`src/rtl/iter_mul.sv`:
```
// Iterative radix-2 shift-add multiplier.
//
// Produces the full 2*data_width_p-bit product of two operands, either both
// unsigned or both two's-complement, one multiplier bit per cycle. It uses the
// same valid/ready/yumi handshake as the non-restoring divider, so both units
// can share the execute-stage issue and writeback path.
//
// Ports:
//   clk_i      clock, all state changes on the rising edge
//   reset_n_i  asynchronous active-low reset
//   signed_i   1: operands are two's-complement, 0: unsigned (sampled with v_i)
//   v_i        operand valid
//   a_i        multiplicand
//   b_i        multiplier
//   ready_o    unit is idle and can accept an operation
//   v_o        result valid, held until yumi_i
//   yumi_i     consumer takes the result (only meaningful while v_o=1)
//   hi_o       product bits [2W-1:W]
//   lo_o       product bits [W-1:0]
module iter_mul #(
  parameter int unsigned data_width_p = 32
) (
  input  logic                    clk_i,
  input  logic                    reset_n_i,
  input  logic                    signed_i,
  input  logic                    v_i,
  input  logic [data_width_p-1:0] a_i,
  input  logic [data_width_p-1:0] b_i,
  output logic                    ready_o,
  output logic                    v_o,
  input  logic                    yumi_i,
  output logic [data_width_p-1:0] hi_o,
  output logic [data_width_p-1:0] lo_o
);

  localparam int unsigned W    = data_width_p;
  localparam int unsigned W2   = 2 * data_width_p;
  localparam int unsigned CntW = (W > 1) ? $clog2(W) : 1;

  typedef enum logic [1:0] {StIdle, StCalc, StDone} state_e;

  state_e            state;
  logic [W-1:0]      mcand;   // |a|
  logic [W-1:0]      mplier;  // |b|, shifted right so bit 0 is the current bit
  logic [W2-1:0]     acc;
  logic              neg;     // final product must be negated
  logic [CntW-1:0]   count;
  logic              ready;
  logic              v;
  logic [W-1:0]      hi;
  logic [W-1:0]      lo;

  logic [W-1:0]      a_abs;
  logic [W-1:0]      b_abs;
  logic              neg_in;
  logic [W:0]        partial;
  logic [W2-1:0]     acc_next;
  logic [W2-1:0]     prod;
  logic              last;

  always_comb begin
    // The most-negative operand negates to itself, which is exactly 2^(W-1)
    // when read as unsigned, so no extra bit is needed.
    a_abs  = (signed_i && a_i[W-1]) ? (~a_i + W'(1)) : a_i;
    b_abs  = (signed_i && b_i[W-1]) ? (~b_i + W'(1)) : b_i;
    neg_in = signed_i & (a_i[W-1] ^ b_i[W-1]);

    // The carry out of the upper-half add becomes the new MSB after the shift.
    partial  = {1'b0, acc[W2-1:W]} + {1'b0, (mplier[0] ? mcand : '0)};
    acc_next = {partial, acc[W-1:1]};

    prod = neg ? (~acc_next + W2'(1)) : acc_next;
    last = (count == CntW'(W - 1));
  end

  always_ff @(posedge clk_i or negedge reset_n_i) begin
    if (!reset_n_i) begin
      state  <= StIdle;
      count  <= '0;
      ready  <= 1'b1;
      v      <= 1'b0;
      hi     <= '0;
      lo     <= '0;
      mcand  <= '0;
      mplier <= '0;
      acc    <= '0;
      neg    <= 1'b0;
    end else begin
      unique case (state)
        StIdle: begin
          if (v_i && ready) begin
            mcand  <= a_abs;
            mplier <= b_abs;
            neg    <= neg_in;
            acc    <= '0;
            count  <= '0;
            ready  <= 1'b0;
            state  <= StCalc;
          end
        end
        StCalc: begin
          acc    <= acc_next;
          mplier <= mplier >> 1;
          if (last) begin
            {hi, lo} <= prod;
            count    <= '0;
            v        <= 1'b1;
            state    <= StDone;
          end else begin
            count <= count + CntW'(1);
          end
        end
        StDone: begin
          // hi/lo are left alone so they keep the last result after yumi.
          if (yumi_i) begin
            v     <= 1'b0;
            ready <= 1'b1;
            state <= StIdle;
          end
        end
        default: begin
          state <= StIdle;
          ready <= 1'b1;
          v     <= 1'b0;
        end
      endcase
    end
  end

  assign ready_o = ready;
  assign v_o     = v;
  assign hi_o    = hi;
  assign lo_o    = lo;

endmodule

```
`config.mk`:
```
export PLATFORM = sky130hd
export DESIGN_NAME = iter_mul
export DESIGN_NICKNAME = d
export VERILOG_FILES = /design/src/rtl/iter_mul.sv
export SDC_FILE = /design/constraint.sdc
export NUM_CORES = 1
export LEC_CHECK = 0
export CAP_MARGIN = 20
export CORE_UTILIZATION = 30
export DETAILED_ROUTE_END_ITERATION = 7
export DONT_BUFFER_PORTS = 1
export SYNTH_ARGS = -nofsm -noshare
export SYNTH_HDL_FRONTEND = slang
export SYNTH_SLANG_ARGS = --single-unit
```
`constraint.sdc`:
```
create_clock -name clk_i -period 6.75 [get_ports clk_i]
set_input_delay 0 -clock clk_i [delete_from_list [all_inputs] [get_ports clk_i]]
set_output_delay 0 -clock clk_i [all_outputs]
set_load 0.02 [all_outputs]
```
Word level (Yosys, flattened, before mapping)
Cells that the tools add are included.
{"block": "word_totals", "output_inout_bits": 66, "in_bits": 69, "word_cells": 60, "regBits": 202}
{"block": "classes", "reduce_logical": 11, "n_bitwise": 7, "n_addsub": 5, "n_eq_ne": 6, "mux": 21}
{"cell": "32-bit two-way mux", "count": 4}
{"cell": "64-bit two-way mux", "count": 2}
{"cell": "64-bit case mux with 2 select lines", "count": 1}
{"cell": "32-bit by 1-bit adder with 32-bit output (second input constant)", "count": 2}
{"cell": "64-bit by 1-bit adder with 64-bit output (second input constant)", "count": 1}
{"cell": "32-bit inverter", "count": 2}
{"cell": "64-bit inverter", "count": 1}
{"cell": "32-bit case mux with 2 select lines", "count": 1}
{"cell": "32-bit by 32-bit adder with 33-bit output", "count": 1}
{"cell": "5-bit two-way mux", "count": 2}
{"cell": "5-bit case mux with 2 select lines", "count": 1}
{"cell": "3-bit AND reduction", "count": 3}
{"cell": "2-bit two-way mux", "count": 3}
{"cell": "2-bit inequality test (second input constant)", "count": 3}
{"cell": "1-bit case mux with 3 select lines", "count": 2}
{"cell": "2-bit case mux with 3 select lines", "count": 1}
{"cell": "2-bit AND reduction", "count": 3}
{"cell": "5-bit by 1-bit adder with 5-bit output (second input constant)", "count": 1}
{"cell": "5-bit == test (second input constant)", "count": 1}
{"cell": "1-bit two-way mux", "count": 4}
{"cell": "1-bit logical AND", "count": 3}
{"cell": "2-bit by 1-bit == test with 1-bit output (second input constant)", "count": 1}
{"cell": "2-bit == test (second input constant)", "count": 1}
{"cell": "2-bit logical NOT", "count": 1}
{"cell": "other kinds (4)", "count": 5}

Logic depth before layout (Yosys ltp)
{"block": "logic_depth", "word_depth": 5, "mapped_depth": 15}

Worst setup path before layout
No wires, ideal clock.
{"block": "synth_path", "kind": "register to register", "startpoint": "reg mplier[0]", "endpoint": "reg hi[29] (netlist: hi_o[29])", "setup_ns": 0.125, "stages_incl_launch_ff": 15, "arrival_ns": 3.531, "n_path_buf": 1, "slack_ns": 3.095, "period_less_slack_ns": 3.655, "cell_sequence": "dfrtp_1 clkbuf_1 and2_1 ha_1 fa_1 a21o_1 a221oi_4 o21ai_2 a31o_1 a311o_2 nor4b_2 nand4_1 o21ai_1 xnor2_1 mux2_2"}
{"block": "synth_between", "elab_chain_len": 5}
{"element": "from (decl)", "line_no": "44", "text": "logic [W-1:0] mplier;"}
{"element": "from (signal assigned)", "line_no": "93", "text": "mplier <= b_abs;"}
{"element": "from (signal assigned)", "line_no": "103", "text": "mplier <= mplier >> 1;"}
{"element": "32-bit two-way mux *", "line_no": "69", "text": "partial = {1'b0, acc[W2-1:W]} + {1'b0, (mplier[0] ? mcand : '0)};"}
{"element": "32-bit by 32-bit adder with 33-bit output *", "line_no": "69"}
{"element": "64-bit inverter", "line_no": "72", "text": "prod = neg ? (~acc_next + W2'(1)) : acc_next;"}
{"element": "64-bit by 1-bit adder with 64-bit output", "line_no": "72"}
{"element": "64-bit two-way mux *", "line_no": "72"}
{"element": "to (signal assigned)", "line_no": "105", "text": "{hi, lo} <= prod;"}
{"element": "to (decl)", "line_no": "50", "text": "logic [W-1:0] hi;"}
Every way passes the cells marked *; elsewhere a longest branch is shown, timed or not.
A chain may end at the register's enable or synchronous reset.

Final worst setup path
{"block": "layout_path", "startpoint": "reg mplier[0]", "endpoint": "reg hi[30] (netlist: hi_o[30])"}
Same word-level chain as after synthesis.

==> metrics.json <==
{
  "synthesis": {
    "yosysTopAreaCell": "sky130_fd_sc_hd__dfrtp_1",
    "share_of_cell_area_taken_by_muxes_after_synthesis_pct": 0.5716,
    "synthesis.area_sq_um": 12700,
    "synth_enable_flop_cells": 0,
    "synth.distinct_cells": 99,
    "synth_seq_area_share_pct": 39.63,
    "synthDominantCellAreaShare_pct": 39.42,
    "ys.warnings.count": 0,
    "ys_async_sr_fraction_pct": 100.0,
    "combinational_family_with_the_most_area_after_synthesis": "compound AO/OA/AOI/OAI gates",
    "synth_top_flop_cell": "sky130_fd_sc_hd__dfrtp_1",
    "synth-adder-area-share_pct": 3.804,
    "avgSynthCellArea_sq_um": 8.631,
    "ys_seq_elements": 201,
    "synth_area_leaders": "sky130_fd_sc_hd__dfrtp_1 39%, sky130_fd_sc_hd__o21ai_0 9.1%, sky130_fd_sc_hd__nand2_1 7.4%",
    "post_synth_xor_area_fraction_pct": 10.06,
    "postSynthCellCount": 1471,
    "mappedNetlistNets": 1578,
    "synth_compound_gate_area_share_pct": 22.95,
    "synth_simple_gate_area_share_pct": 19.65
  },
  "global_routing": {
    "grt_overflow_total": 0,
    "first_global_vias": 10852,
    "grt_max_degree": 202,
    "grt_antenna_before_repair": 0,
    "grt_usage_pct": 16.66,
    "first_pass_grt_wire_length_um": 59300
  },
  "timing": {
    "worst_slew_pin_slew_ps": 1198,
    "finalHoldViolCount": 0,
    "post-route-period-util_pct": 67.19,
    "count_of_pins_over_their_slew_limit": 0,
    "finalClockSkew_ps": 19.06,
    "grt_setup_unrepaired": "no",
    "max-slew-margin-rel_pct": 20.11,
    "setup_viol_count_final": 0,
    "finalWorstPathRequiredPeriod_ps": 4535,
    "setup_total_negative_slack_ps": 0,
    "max_clock_freq_mhz": 220.5
  },
  "layout": {
    "final_util_pct": 36.58,
    "antennaDiodeCount": 0,
    "synthToLayoutAreaGrowth_pct": 18.98,
    "num-nets-final": 1639,
    "drive_above_1_share_pct": 6.512,
    "layout.cell_area.non_filler_sq_um": 15110
  },
  "placement": {
    "place.gp.congestion": 0.9001,
    "placed_area_sq_um": 13080,
    "dp.final_hpwl_um": 25180,
    "placement.io_buffers": 0
  },
  "critical_path": {
    "path_common_cell": "sky130_fd_sc_hd__xnor2_1",
    "worst_ep_required_time_ps": 7160,
    "timing.critical_path.cells": "and2_1, ha_1, fa_1, a21o_1, a221oi_4, o21ai_2, xnor2_1, nand4_1, nor2b_1, nand4b_1, o41ai_2, xnor2_1, o21ai_1",
    "timing.critical_path.arrival_ps": 4950,
    "timing_worst_setup_path_type": "flop to flop",
    "crit_path_start_kind": "flop",
    "critPathMaxFanout": 33,
    "timing.critical_path.to_type": "flop",
    "worst_path_largest_cell_delay_ps": 660,
    "crit_path_top_delay_cell": "sky130_fd_sc_hd__dfrtp_1"
  },
  "power_and_ir_drop": {
    "totalPowerFinal_uw": 6047,
    "leakage_uw": 0.006411,
    "powerDensity_nw_per_um2": 400.3,
    "max-vdd-ir-drop_mv": 0.1933
  },
  "floorplanning": {
    "dieArea_sq_um": 43150,
    "die_x_um": 207.7,
    "core_sq_um": 41290,
    "io_pins": 135,
    "die_y_um": 207.7,
    "start_util_pct": 30.74,
    "core.rowCount": 74
  },
  "routing": {
    "drc": 0,
    "dr_wl_met2_um": 15560,
    "route.detailed.vias_per_inst": 5.269,
    "topRoutingLayerUsed": "met4",
    "met3_length_um": 2084,
    "detail_route.iter0.violations": 739,
    "postRouteAntennaNets": 0,
    "m1WireLength_um": 17470,
    "post_drt_wl_per_cell_um": 17.26,
    "count_of_tritonroute_iterations_in_the_first_routing_pass": 5,
    "vias": 10976,
    "postRouteWirelength_um": 35950
  },
  "flow_run": {
    "maxCapViolations": 0
  },
  "clock_network": {
    "clock_tree.buffer_depth": 3,
    "cts_tree": "yes",
    "post_cts_resized": 0,
    "number_of_clock_sinks": 201,
    "tritoncts.num_buffers": 25,
    "h-tree-depth": 1,
    "cts.reportedPaths.clkPinSlew_ps": 60,
    "cts.repair_timing.setup_buffer_count": 0,
    "clk_latency_ps": 540,
    "cts.root.buffer_cell": "sky130_fd_sc_hd__clkbuf_16"
  },
  "min_path": {
    "path_category_of_the_worst_min_delay_check": "input port to flop"
  },
  "status": {
    "outcome": "complete, no violations"
  }
}
[where the power goes]
part	switching, uW	internal [uW]
clock	549	818
sequential	583	1640
combinational	1540	913
[critical path, delay by kind of cell, from the launching register on]
family                   cells  cell delay (ps)
AO/OA/AOI/OAI                5             1300
XOR/XNOR                     2              560
adder cells (fa/ha/maj)      2              630
flip-flops                   1              660
AND/OR/NAND/NOR              4             1240
[area by class of cell]
cell class	count	area [sq um]
Multi-Input combinational cell	1162	7262
Sequential cell	201	5031
Clock inverter	11	123.9
Inverter	21	78.83
Fill cell	4174	26190
Tap cell	532	665.6
Timing Repair Buffer	121	1231
Clock buffer	35	713.2
[through the flow]
stage,worst slack [ps],hold WS [ps],instances
5_1_grt,1842,67.34,2083
2_1_floorplan,3095,-295.6,1471
6_report,2215,40.68,2083
3_3_place_gp,2341,-284.6,1922
3_5_place_dp,2241,-283.8,1922
4_1_cts,2204,0.3484,2082
[synthesized netlist by cell type (7+ instances only)]
library cell and instances:
sky130_fd_sc_hd__a21oi_1 53, sky130_fd_sc_hd__nand3_1 42, sky130_fd_sc_hd__o21ai_0 232, sky130_fd_sc_hd__and2_1 36, sky130_fd_sc_hd__or3_1 11, sky130_fd_sc_hd__a31oi_1 7, sky130_fd_sc_hd__clkbuf_1 70, sky130_fd_sc_hd__o21bai_1 7
sky130_fd_sc_hd__nor2_1 56, sky130_fd_sc_hd__o31ai_1 25, sky130_fd_sc_hd__nor3_1 24, sky130_fd_sc_hd__o41ai_1 12, sky130_fd_sc_hd__a211oi_1 11, sky130_fd_sc_hd__ha_1 37, sky130_fd_sc_hd__o21ai_1 10, sky130_fd_sc_hd__inv_1 20
sky130_fd_sc_hd__nand2b_1 7, sky130_fd_sc_hd__or2_2 7, sky130_fd_sc_hd__xnor2_1 67, sky130_fd_sc_hd__nand4_1 16, sky130_fd_sc_hd__dfrtp_1 200, sky130_fd_sc_hd__nand2_1 249, sky130_fd_sc_hd__a22oi_1 31, sky130_fd_sc_hd__or4_1 10
sky130_fd_sc_hd__xor2_1 72, sky130_fd_sc_hd__buf_2 11, sky130_fd_sc_hd__a21o_1 13
[registers in the layout, summed over array words and instances, names as in the netlist]
| register | flops |
|---|---|
| acc | 63 |
| count | 5 |
| hi_o | 32 |
| lo_o | 32 |
| mcand | 32 |
| mplier | 32 |
| neg | 1 |
| ready_o | 1 |
| state | 2 |
| v_o | 1 |
[metal layers]
layer  global-route usage [%]  up-vias
met1                    24.09     5255
li1                         -     5383
met5                        0        -
met3                    2.738       47
met4                    4.879        0
met2                    25.39      291
[final timing paths]
path / cells after the start / start / slack, ps / to
setup reg to reg: 13 / mplier[0] / 2210 / hi_o[30]
hold / removal: 5 / a_i[23] / 40 / mcand[25]
setup / recovery: 13 / mplier[0] / 2210 / hi_o[30]
min in group asynchronous: 2 / reset_n_i / 130 / hi_o[24]
hold reg to reg: 2 / mcand[12] / 470 / mcand[12]
max in group asynchronous: 2 / reset_n_i / 5620 / acc[62]
[cells in the final DEF, fill, tap and decap left out, types with 4 or more instances in the layout]
master / n
sky130_fd_sc_hd__nand2_1: 248
sky130_fd_sc_hd__o21ai_0: 232
sky130_fd_sc_hd__dfrtp_1: 200
sky130_fd_sc_hd__dlygate4sd3_1: 113
sky130_fd_sc_hd__xor2_1: 72
sky130_fd_sc_hd__xnor2_1: 67
sky130_fd_sc_hd__nor2_1: 55
sky130_fd_sc_hd__a21oi_1: 53
sky130_fd_sc_hd__nand3_1: 42
sky130_fd_sc_hd__ha_1: 37
sky130_fd_sc_hd__and2_1: 36
sky130_fd_sc_hd__a22oi_1: 31
sky130_fd_sc_hd__o31ai_1: 25
sky130_fd_sc_hd__clkbuf_16: 25
sky130_fd_sc_hd__nor3_1: 24
sky130_fd_sc_hd__inv_1: 20
sky130_fd_sc_hd__nand4_1: 16
sky130_fd_sc_hd__a21o_1: 13
sky130_fd_sc_hd__o41ai_1: 12
sky130_fd_sc_hd__a211oi_1: 11
sky130_fd_sc_hd__or3_1: 11
sky130_fd_sc_hd__or4_1: 10
sky130_fd_sc_hd__o21ai_1: 10
sky130_fd_sc_hd__a31oi_1: 7
sky130_fd_sc_hd__o21bai_1: 7
sky130_fd_sc_hd__or2_2: 7
sky130_fd_sc_hd__nand3b_1: 6
sky130_fd_sc_hd__o21a_1: 6
sky130_fd_sc_hd__nor4_1: 6
sky130_fd_sc_hd__nand2b_1: 6
sky130_fd_sc_hd__buf_4: 6
sky130_fd_sc_hd__nor2b_1: 5
sky130_fd_sc_hd__and4_1: 5
sky130_fd_sc_hd__mux2i_1: 5
sky130_fd_sc_hd__clkbuf_1: 5
sky130_fd_sc_hd__clkbuf_8: 5
sky130_fd_sc_hd__nor3b_1: 4
sky130_fd_sc_hd__clkinv_2: 4
[kinds of logic after synthesis]
group	after synthesis
AND/OR/NAND/NOR	511
AO/OA/AOI/OAI	464
flip-flops	201
XOR/XNOR	142
buffers and inverters	108
adder cells (fa/ha/maj)	38
multiplexers	7
[repair_timing]
| action | 4_1_cts | 5_1_grt |
|---|---|---|
| endpoints found under the hold margin | 269 | 0 |
| hold buffers | 114 | 0 |
| endpoints found under the setup margin | 0 | 0 |
(Power assumes the default switching activity.)
